**src/rtl/axil_uart_fifo_regs.sv**
```systemverilog
// Register front-end for the UART core: AXI4-Lite slave with TX/RX byte FIFOs, sticky/level ISR and masked IRQ.
// Define AXIL_UART_FIFO_REGS_RXTO_EN to add the RX idle-timeout register (0x20) and ISR[9].

// Generic synchronous FIFO with first-word-fall-through head and level output.
// Latency: a push is visible at head/level on the next cycle; flush empties on the next cycle.
// Backpressure: caller must gate push with !full and pop with !empty; flush overrides both.
module uart_fifo #(
    parameter int W     = 8,
    parameter int DEPTH = 16
) (
    input  logic                     clk,
    input  logic                     rst,
    input  logic                     flush,
    input  logic                     push,
    input  logic                     pop,
    input  logic [W-1:0]             din,
    output logic [W-1:0]             head,
    output logic                     full,
    output logic                     empty,
    output logic [$clog2(DEPTH):0]   level
);
    localparam int AW = $clog2(DEPTH);

    logic [W-1:0]  mem [DEPTH];
    logic [AW:0]   wptr;
    logic [AW:0]   rptr;

    // Extra pointer bit distinguishes full from empty when the index bits match.
    assign level = wptr - rptr;
    assign empty = (wptr == rptr);
    assign full  = (wptr[AW] != rptr[AW]) && (wptr[AW-1:0] == rptr[AW-1:0]);
    assign head  = mem[rptr[AW-1:0]];

    always_ff @(posedge clk) begin
        if (push) begin
            mem[wptr[AW-1:0]] <= din;
        end
    end

    always_ff @(posedge clk) begin
        if (rst || flush) begin
            wptr <= '0;
            rptr <= '0;
        end else begin
            if (push) wptr <= wptr + 1'b1;
            if (pop)  rptr <= rptr + 1'b1;
        end
    end
endmodule

// AXI4-Lite register block for the UART with TX/RX FIFOs, W1C interrupt status and registered IRQ.
// Latency: one write per two cycles (response the cycle after accept); reads return registered data the cycle after accept.
// Backpressure: accepts stall while B/R is held by the master; RX stream stalls when the RX FIFO is full.
module axil_uart_fifo_regs #(
    parameter int ADDR_W   = 32,
    parameter int DATA_W   = 32,
    parameter int AXIS_W   = 8,
    parameter int TX_DEPTH = 16,
    parameter int RX_DEPTH = 16
) (
    input  logic                 clk,
    input  logic                 rst,
    input  logic [ADDR_W-1:0]    s_axil_awaddr,
    input  logic                 s_axil_awvalid,
    output logic                 s_axil_awready,
    input  logic [DATA_W-1:0]    s_axil_wdata,
    input  logic [DATA_W/8-1:0]  s_axil_wstrb,
    input  logic                 s_axil_wvalid,
    output logic                 s_axil_wready,
    output logic [1:0]           s_axil_bresp,
    output logic                 s_axil_bvalid,
    input  logic                 s_axil_bready,
    input  logic [ADDR_W-1:0]    s_axil_araddr,
    input  logic                 s_axil_arvalid,
    output logic                 s_axil_arready,
    output logic [DATA_W-1:0]    s_axil_rdata,
    output logic [1:0]           s_axil_rresp,
    output logic                 s_axil_rvalid,
    input  logic                 s_axil_rready,
    output logic [AXIS_W-1:0]    m_axis_tx_tdata,
    output logic                 m_axis_tx_tvalid,
    input  logic                 m_axis_tx_tready,
    input  logic [AXIS_W-1:0]    s_axis_rx_tdata,
    input  logic                 s_axis_rx_tvalid,
    output logic                 s_axis_rx_tready,
    output logic [30:0]          o_ctrl,
    input  logic [3:0]           i_evt,
    output logic                 o_irq
);
    localparam int TXL = $clog2(TX_DEPTH) + 1;
    localparam int RXL = $clog2(RX_DEPTH) + 1;

    localparam logic [7:0] A_CTRL  = 8'h00;
    localparam logic [7:0] A_ISR   = 8'h04;
    localparam logic [7:0] A_ICR   = 8'h08;
    localparam logic [7:0] A_IER   = 8'h0C;
    localparam logic [7:0] A_TXD   = 8'h10;
    localparam logic [7:0] A_RXD   = 8'h14;
    localparam logic [7:0] A_LVL   = 8'h18;
    localparam logic [7:0] A_RXTHR = 8'h1C;

    logic [7:0]        wr_addr;
    logic [7:0]        rd_addr;
    logic              wr_acc;
    logic              rd_acc;
    logic              wr_err;
    logic              rd_err;
    logic [DATA_W-1:0] rd_dat;

    logic [9:0]        ier;
    logic [15:0]       rxthr;
    logic [3:0]        evt_st;
    logic              txovf_st;
    logic              rto_st;
    logic              rxne_q, txe_q, txnf_q, rxft_q;
    logic [DATA_W-1:0] isr_val;
    logic [9:0]        icr_clr;

    logic              flush;
    logic              tx_push, tx_pop, tx_full, tx_empty, tx_ovf;
    logic              rx_push, rx_pop, rx_full, rx_empty;
    logic [AXIS_W-1:0] rx_head;
    logic [TXL-1:0]    tx_level;
    logic [RXL-1:0]    rx_level;

    logic              unused_bits;
    assign unused_bits = ^{s_axil_wstrb, s_axil_awaddr[ADDR_W-1:8], s_axil_araddr[ADDR_W-1:8]};

    assign wr_addr = s_axil_awaddr[7:0];
    assign rd_addr = s_axil_araddr[7:0];

    // awready doubles as the "accept pending" flag, so writes are spaced by two cycles.
    assign wr_acc = s_axil_awvalid && s_axil_wvalid && !s_axil_awready
                    && (!s_axil_bvalid || s_axil_bready);
    assign rd_acc = s_axil_arvalid && !s_axil_arready
                    && (!s_axil_rvalid || s_axil_rready);

    assign flush   = wr_acc && (wr_addr == A_CTRL) && s_axil_wdata[31];
    assign icr_clr = (wr_acc && (wr_addr == A_ICR)) ? s_axil_wdata[9:0] : 10'd0;

    assign tx_ovf  = wr_acc && (wr_addr == A_TXD) && tx_full;
    assign tx_push = wr_acc && (wr_addr == A_TXD) && !tx_full;
    assign tx_pop  = m_axis_tx_tvalid && m_axis_tx_tready;
    assign rx_push = s_axis_rx_tvalid && s_axis_rx_tready;
    assign rx_pop  = rd_acc && (rd_addr == A_RXD) && !rx_empty;

    assign m_axis_tx_tvalid = !tx_empty;
    assign s_axis_rx_tready = !rx_full;

    uart_fifo #(.W(AXIS_W), .DEPTH(TX_DEPTH)) u_tx_fifo (
        .clk   (clk),
        .rst   (rst),
        .flush (flush),
        .push  (tx_push),
        .pop   (tx_pop),
        .din   (s_axil_wdata[AXIS_W-1:0]),
        .head  (m_axis_tx_tdata),
        .full  (tx_full),
        .empty (tx_empty),
        .level (tx_level)
    );

    uart_fifo #(.W(AXIS_W), .DEPTH(RX_DEPTH)) u_rx_fifo (
        .clk   (clk),
        .rst   (rst),
        .flush (flush),
        .push  (rx_push),
        .pop   (rx_pop),
        .din   (s_axis_rx_tdata),
        .head  (rx_head),
        .full  (rx_full),
        .empty (rx_empty),
        .level (rx_level)
    );

`ifdef AXIL_UART_FIFO_REGS_RXTO_EN
    localparam logic [7:0] A_RXTO = 8'h20;
    logic [15:0] rxto;
    logic [15:0] rto_cnt;

    always_ff @(posedge clk) begin
        if (rst) begin
            rxto    <= '0;
            rto_cnt <= '0;
            rto_st  <= 1'b0;
        end else begin
            if (wr_acc && (wr_addr == A_RXTO)) rxto <= s_axil_wdata[15:0];
            if (rx_push || rx_pop || rx_empty) rto_cnt <= '0;
            else if (rto_cnt != 16'hFFFF)      rto_cnt <= rto_cnt + 16'd1;
            rto_st <= (rto_st && !icr_clr[9]) || ((rxto != 16'd0) && (rto_cnt == rxto));
        end
    end
`else
    assign rto_st = 1'b0;
`endif

    assign isr_val = {22'd0, rto_st, txovf_st, rxft_q, txnf_q, txe_q, rxne_q, evt_st};

    always_comb begin
        case (wr_addr)
            A_CTRL, A_ICR, A_IER, A_RXTHR: wr_err = 1'b0;
            A_TXD:                         wr_err = tx_full;
`ifdef AXIL_UART_FIFO_REGS_RXTO_EN
            A_RXTO:                        wr_err = 1'b0;
`endif
            default:                       wr_err = 1'b1;
        endcase
    end

    always_comb begin
        rd_dat = '0;
        rd_err = 1'b0;
        case (rd_addr)
            A_CTRL:  rd_dat = {1'b0, o_ctrl};
            A_ISR:   rd_dat = isr_val;
            A_IER:   rd_dat = {22'd0, ier};
            A_RXD:   rd_dat = rx_empty ? '0 : 32'(rx_head);
            A_LVL:   rd_dat = {16'(rx_level), 16'(tx_level)};
            A_RXTHR: rd_dat = {16'd0, rxthr};
`ifdef AXIL_UART_FIFO_REGS_RXTO_EN
            A_RXTO:  rd_dat = {16'd0, rxto};
`endif
            default: rd_err = 1'b1;
        endcase
    end

    always_ff @(posedge clk) begin
        if (rst) begin
            s_axil_awready <= 1'b0;
            s_axil_wready  <= 1'b0;
            s_axil_bvalid  <= 1'b0;
            s_axil_bresp   <= 2'b00;
            s_axil_arready <= 1'b0;
            s_axil_rvalid  <= 1'b0;
            s_axil_rresp   <= 2'b00;
            s_axil_rdata   <= '0;
        end else begin
            s_axil_awready <= wr_acc;
            s_axil_wready  <= wr_acc;
            if (wr_acc) begin
                s_axil_bvalid <= 1'b1;
                s_axil_bresp  <= wr_err ? 2'b10 : 2'b00;
            end else if (s_axil_bready) begin
                s_axil_bvalid <= 1'b0;
            end
            s_axil_arready <= rd_acc;
            if (rd_acc) begin
                s_axil_rvalid <= 1'b1;
                s_axil_rresp  <= rd_err ? 2'b10 : 2'b00;
                s_axil_rdata  <= rd_dat;
            end else if (s_axil_rready) begin
                s_axil_rvalid <= 1'b0;
            end
        end
    end

    // Sticky bits: a set landing in the same cycle as its ICR clear wins.
    always_ff @(posedge clk) begin
        if (rst) begin
            o_ctrl   <= '0;
            ier      <= '0;
            rxthr    <= '0;
            evt_st   <= '0;
            txovf_st <= 1'b0;
            rxne_q   <= 1'b0;
            txe_q    <= 1'b0;
            txnf_q   <= 1'b0;
            rxft_q   <= 1'b0;
            o_irq    <= 1'b0;
        end else begin
            if (wr_acc && (wr_addr == A_CTRL))  o_ctrl <= s_axil_wdata[30:0];
            if (wr_acc && (wr_addr == A_IER))   ier    <= s_axil_wdata[9:0];
            if (wr_acc && (wr_addr == A_RXTHR)) rxthr  <= s_axil_wdata[15:0];
            evt_st   <= (evt_st & ~icr_clr[3:0]) | i_evt;
            txovf_st <= (txovf_st && !icr_clr[8]) || tx_ovf;
            rxne_q   <= !rx_empty;
            txe_q    <= tx_empty;
            txnf_q   <= !tx_full;
            rxft_q   <= (rxthr != 16'd0) && (16'(rx_level) >= rxthr);
            o_irq    <= |(isr_val[9:0] & ier);
        end
    end
endmodule
```
**config.mk**
```make
export PLATFORM = sky130hd
export DESIGN_NAME = axil_uart_fifo_regs
export DESIGN_NICKNAME = d
export VERILOG_FILES = /design/src/rtl/axil_uart_fifo_regs.sv
export SDC_FILE = /design/constraint.sdc
export NUM_CORES = 1
export LEC_CHECK = 0
export ABC_AREA = 1
export ABC_CLOCK_PERIOD_IN_PS = 4080
export BUFFER_PORTS_ARGS = -buffer_cell sky130_fd_sc_hd__buf_2
export CAP_MARGIN = 30
export CORE_ASPECT_RATIO = 1.5
export CORE_UTILIZATION = 41
export CTS_CLUSTER_SIZE = 30
export DETAILED_ROUTE_END_ITERATION = 16
export HOLD_SLACK_MARGIN = 0.08
export PLACE_DENSITY = 0.57
export SLEW_MARGIN = 0
export SYNTH_ARGS = -nofsm -noshare
export SYNTH_HDL_FRONTEND = slang
export SYNTH_SLANG_ARGS = --single-unit
```
**constraint.sdc**
```tcl
create_clock -name clk -period 4.08 [get_ports clk]
set_input_delay 0.612 -clock clk [delete_from_list [all_inputs] [get_ports clk]]
set_output_delay 0.612 -clock clk [all_outputs]
set_load 0.01 [all_outputs]
```
==> impl_metrics.toml <==
[run_status]
outcome = "finished clean"

[layout]
area.growth.synth_to_final_pct = 14.9
fin_util_pct = 47.8
n_antenna_cell = 0
final_common_cell = "nand2_1"
drive_gt1_share_pct = 13.7
nets = 1956
final_cell_mix = "nand2_1 (343), edfxtp_1 (256), inv_1 (186)"

[power_and_ir_drop]
finalPower_mw = 8.16
powerDensity_nw_per_um2 = 424
p_leak_nw = 7.53
vdd_drop_max_mv = 0.316

[global_route]
grt_overflow_total = 0
grt_use_total_pct = 20.0
grt_pass1_wl_um = 64800
antenna_found_initial = 1
grt_pass1_vias = 11779
grt_max_degree = 93

[floorplanning]
core_area_um2 = 40300
rows = 90
fp.dieW_um = 167
die_y_um = 250
pin_count = 204
die-area_um2 = 41700
start_util_pct = 41.6

[synth]
synth_area_um2 = 16800
yosys.area.top_type_share_pct = 45.9
ys_seq_elements = 388
synth_edf_count = 256
synth_cell_types = 45
yosysTopAreaCell = "edfxtp_1"
syn_avg_cell_area_um2 = 9.93
ys_top_cells_by_area = "edfxtp_1 (46%), dfxtp_1 (16%), nand2_1 (7.7%), nand3_1 (4.3%), inv_1 (4.2%)"
synth_ff_type = "edfxtp_1"
synthArstFlopShare_pct = 0
yosysWarnings = 0
synthCells = 1689
yosysSeqAreaShare_pct = 61.6

[worst_setup_path]
endpoint_kind = "output pin"
cp_data_required_time_ns = 3.47
r2r-start = "u_rx_fifo.wptr[0]"
critPathKind = "flip-flop to output pin"
arrival_ns = 2.50
cp_max_fo = 73
startpoint_type = "flip-flop"

[min_path]
hold_path_class = "input pin to flip-flop"
min-delay-start = "i_evt[0]"

[place]
place_congestion = 0.849
port_buffers = 148
dp_hpwl_um = 28000

[cts]
clkTransAtPathRegs_ns = 0.06
ctsHoldBuffers = 0
cts-resized-gates = 0
htreeDepth = 2
cts_root_buf = "clkbuf_16"
cts_tree = "done"
cts_sinks = 388
clockBufferDepth = 3
clk_latency_ns = 0.55
post_cts_buffers = 0
cts_made_buffers = 39

[sta]
final_hold_viol_count = 0
final.period_utilization_pct = 76.3
slew_headroom_pct = 30.9
fin_crit_ns = 3.11
clock.fmax_mhz = 321
setup_viol_count_final = 0
rsz0062_at_grt = "false"
clock_skew_ns = 0.0194
tightest_slew_ns = 1.04
setup_tns_ns = 0
drv_slew = 0

[detailed_routing]
wire_per_inst_um = 17.7
final_antenna_net_count = 0
drt_iter0_drc = 652
wl_um = 41500
vias_per_cell = 5.12
vias = 12012
drc = 0
drtPass1Iterations = 6

[run]
drv_cap = 0
-- final timing paths --
| path | to | slack [ns] | cells after the start |
|---|---|---|---|
| setup / recovery | m_axis_tx_tdata[6] | 0.97 | 5 |
| hold / removal | evt_st[0] | 0.31 | 3 |
| setup reg to reg | u_rx_fifo.mem[5][7] | 1.36 | 8 |
| hold reg to reg | s_axil_rdata[10] | 0.46 | 2 |
-- Yosys cell counts (2+ instances only) --
cell / instances
nand2_1: 343
edfxtp_1: 256
inv_1: 186
nand3_1: 145
nor2_1: 142
dfxtp_1: 132
a21oi_1: 93
o21ai_0: 66
clkbuf_1: 53
a211oi_1: 45
mux2i_1: 32
o211ai_1: 32
buf_2: 27
ha_1: 23
nor4_1: 20
nor3_1: 17
xor2_1: 8
nor3_2: 7
a32o_1: 6
buf_4: 5
nand4_1: 5
nand2_2: 4
nand3b_1: 4
nor2_4: 4
a22o_1: 3
buf_6: 3
inv_2: 3
o21a_1: 3
buf_1: 2
fa_1: 2
nand2_4: 2
nor3b_1: 2
xnor2_1: 2
-- stage by stage --
step / hold slack (ns) / instances / area, um2 / setup WS [ns]
after floorplan: 0.462 / 1691 / 16800 / 1.79
after global placement: 0.450 / 2272 / 17900 / 1.15
after detailed placement: 0.453 / 2275 / 18000 / 1.13
after CTS: 0.294 / 2346 / 19300 / 0.958
after global routing: 0.302 / 2346 / 19300 / 0.805
final: 0.309 / 2346 / 19300 / 0.965
-- critical path, cell delays in order, from the launching register on --
cell and delay (ns):
dfxtp_4 0.91, mux2i_1 0.18, o211ai_1 0.41, nand3_1 0.19
nand2_1 0.10, buf_2 0.13
-- state kept, by name, summed over array words and instances (netlist names), 4 cells and up, named ones only --
| signal | count |
|---|---|
| ier | 10 |
| u_tx_fifo.rptr | 5 |
| evt_st | 4 |
| s_axil_rdata | 31 |
| u_tx_fifo.wptr | 5 |
| u_tx_fifo.mem | 128 |
| rxthr | 16 |
| u_rx_fifo.mem | 128 |
| u_rx_fifo.wptr | 5 |
| o_ctrl | 31 |
| u_rx_fifo.rptr | 5 |
-- kinds of logic after synthesis --
kind of cell | Yosys count | synth area share, %
muxes | 32 | 1.91
AOI/OAI and AO/OA | 251 | 8.99
other | 1 | 0.0224
adders and majority gates | 25 | 1.96
and+or+nand+nor | 702 | 18.3
xor gates and xnor gates | 10 | 0.522
buffers and inverters | 280 | 6.72
DFF | 388 | 61.6
-- metal layers --
metal	global-route usage (%)	up-vias	part of all wire [%]
li1	-	5992	-
met3	3.62	88	5.0
met2	35.0	298	50
met4	10.4	2	4.9
met5	0	-	0.019
met1	23.1	5632	40
-- report_power, final --
group          total (mW)  switching (mW)  internal (mW)
Combinational       0.278           0.200         0.0783
Clock                3.65            1.52           2.13
Sequential           4.23          0.0166           4.21
Total                8.16            1.73           6.43
-- layout make-up --
| class | instances | area [um2] |
|---|---|---|
| Clock buffer | 51 | 1080 |
| Clock inverter | 20 | 220 |
| Fill cell | 3746 | 21100 |
| Inverter | 190 | 713 |
| Multi-Input combinational cell | 1023 | 5330 |
| Sequential cell | 388 | 10300 |
| Tap cell | 506 | 633 |
| Timing Repair Buffer | 168 | 941 |
No activity file was read; power rests on OpenSTA's default activity.
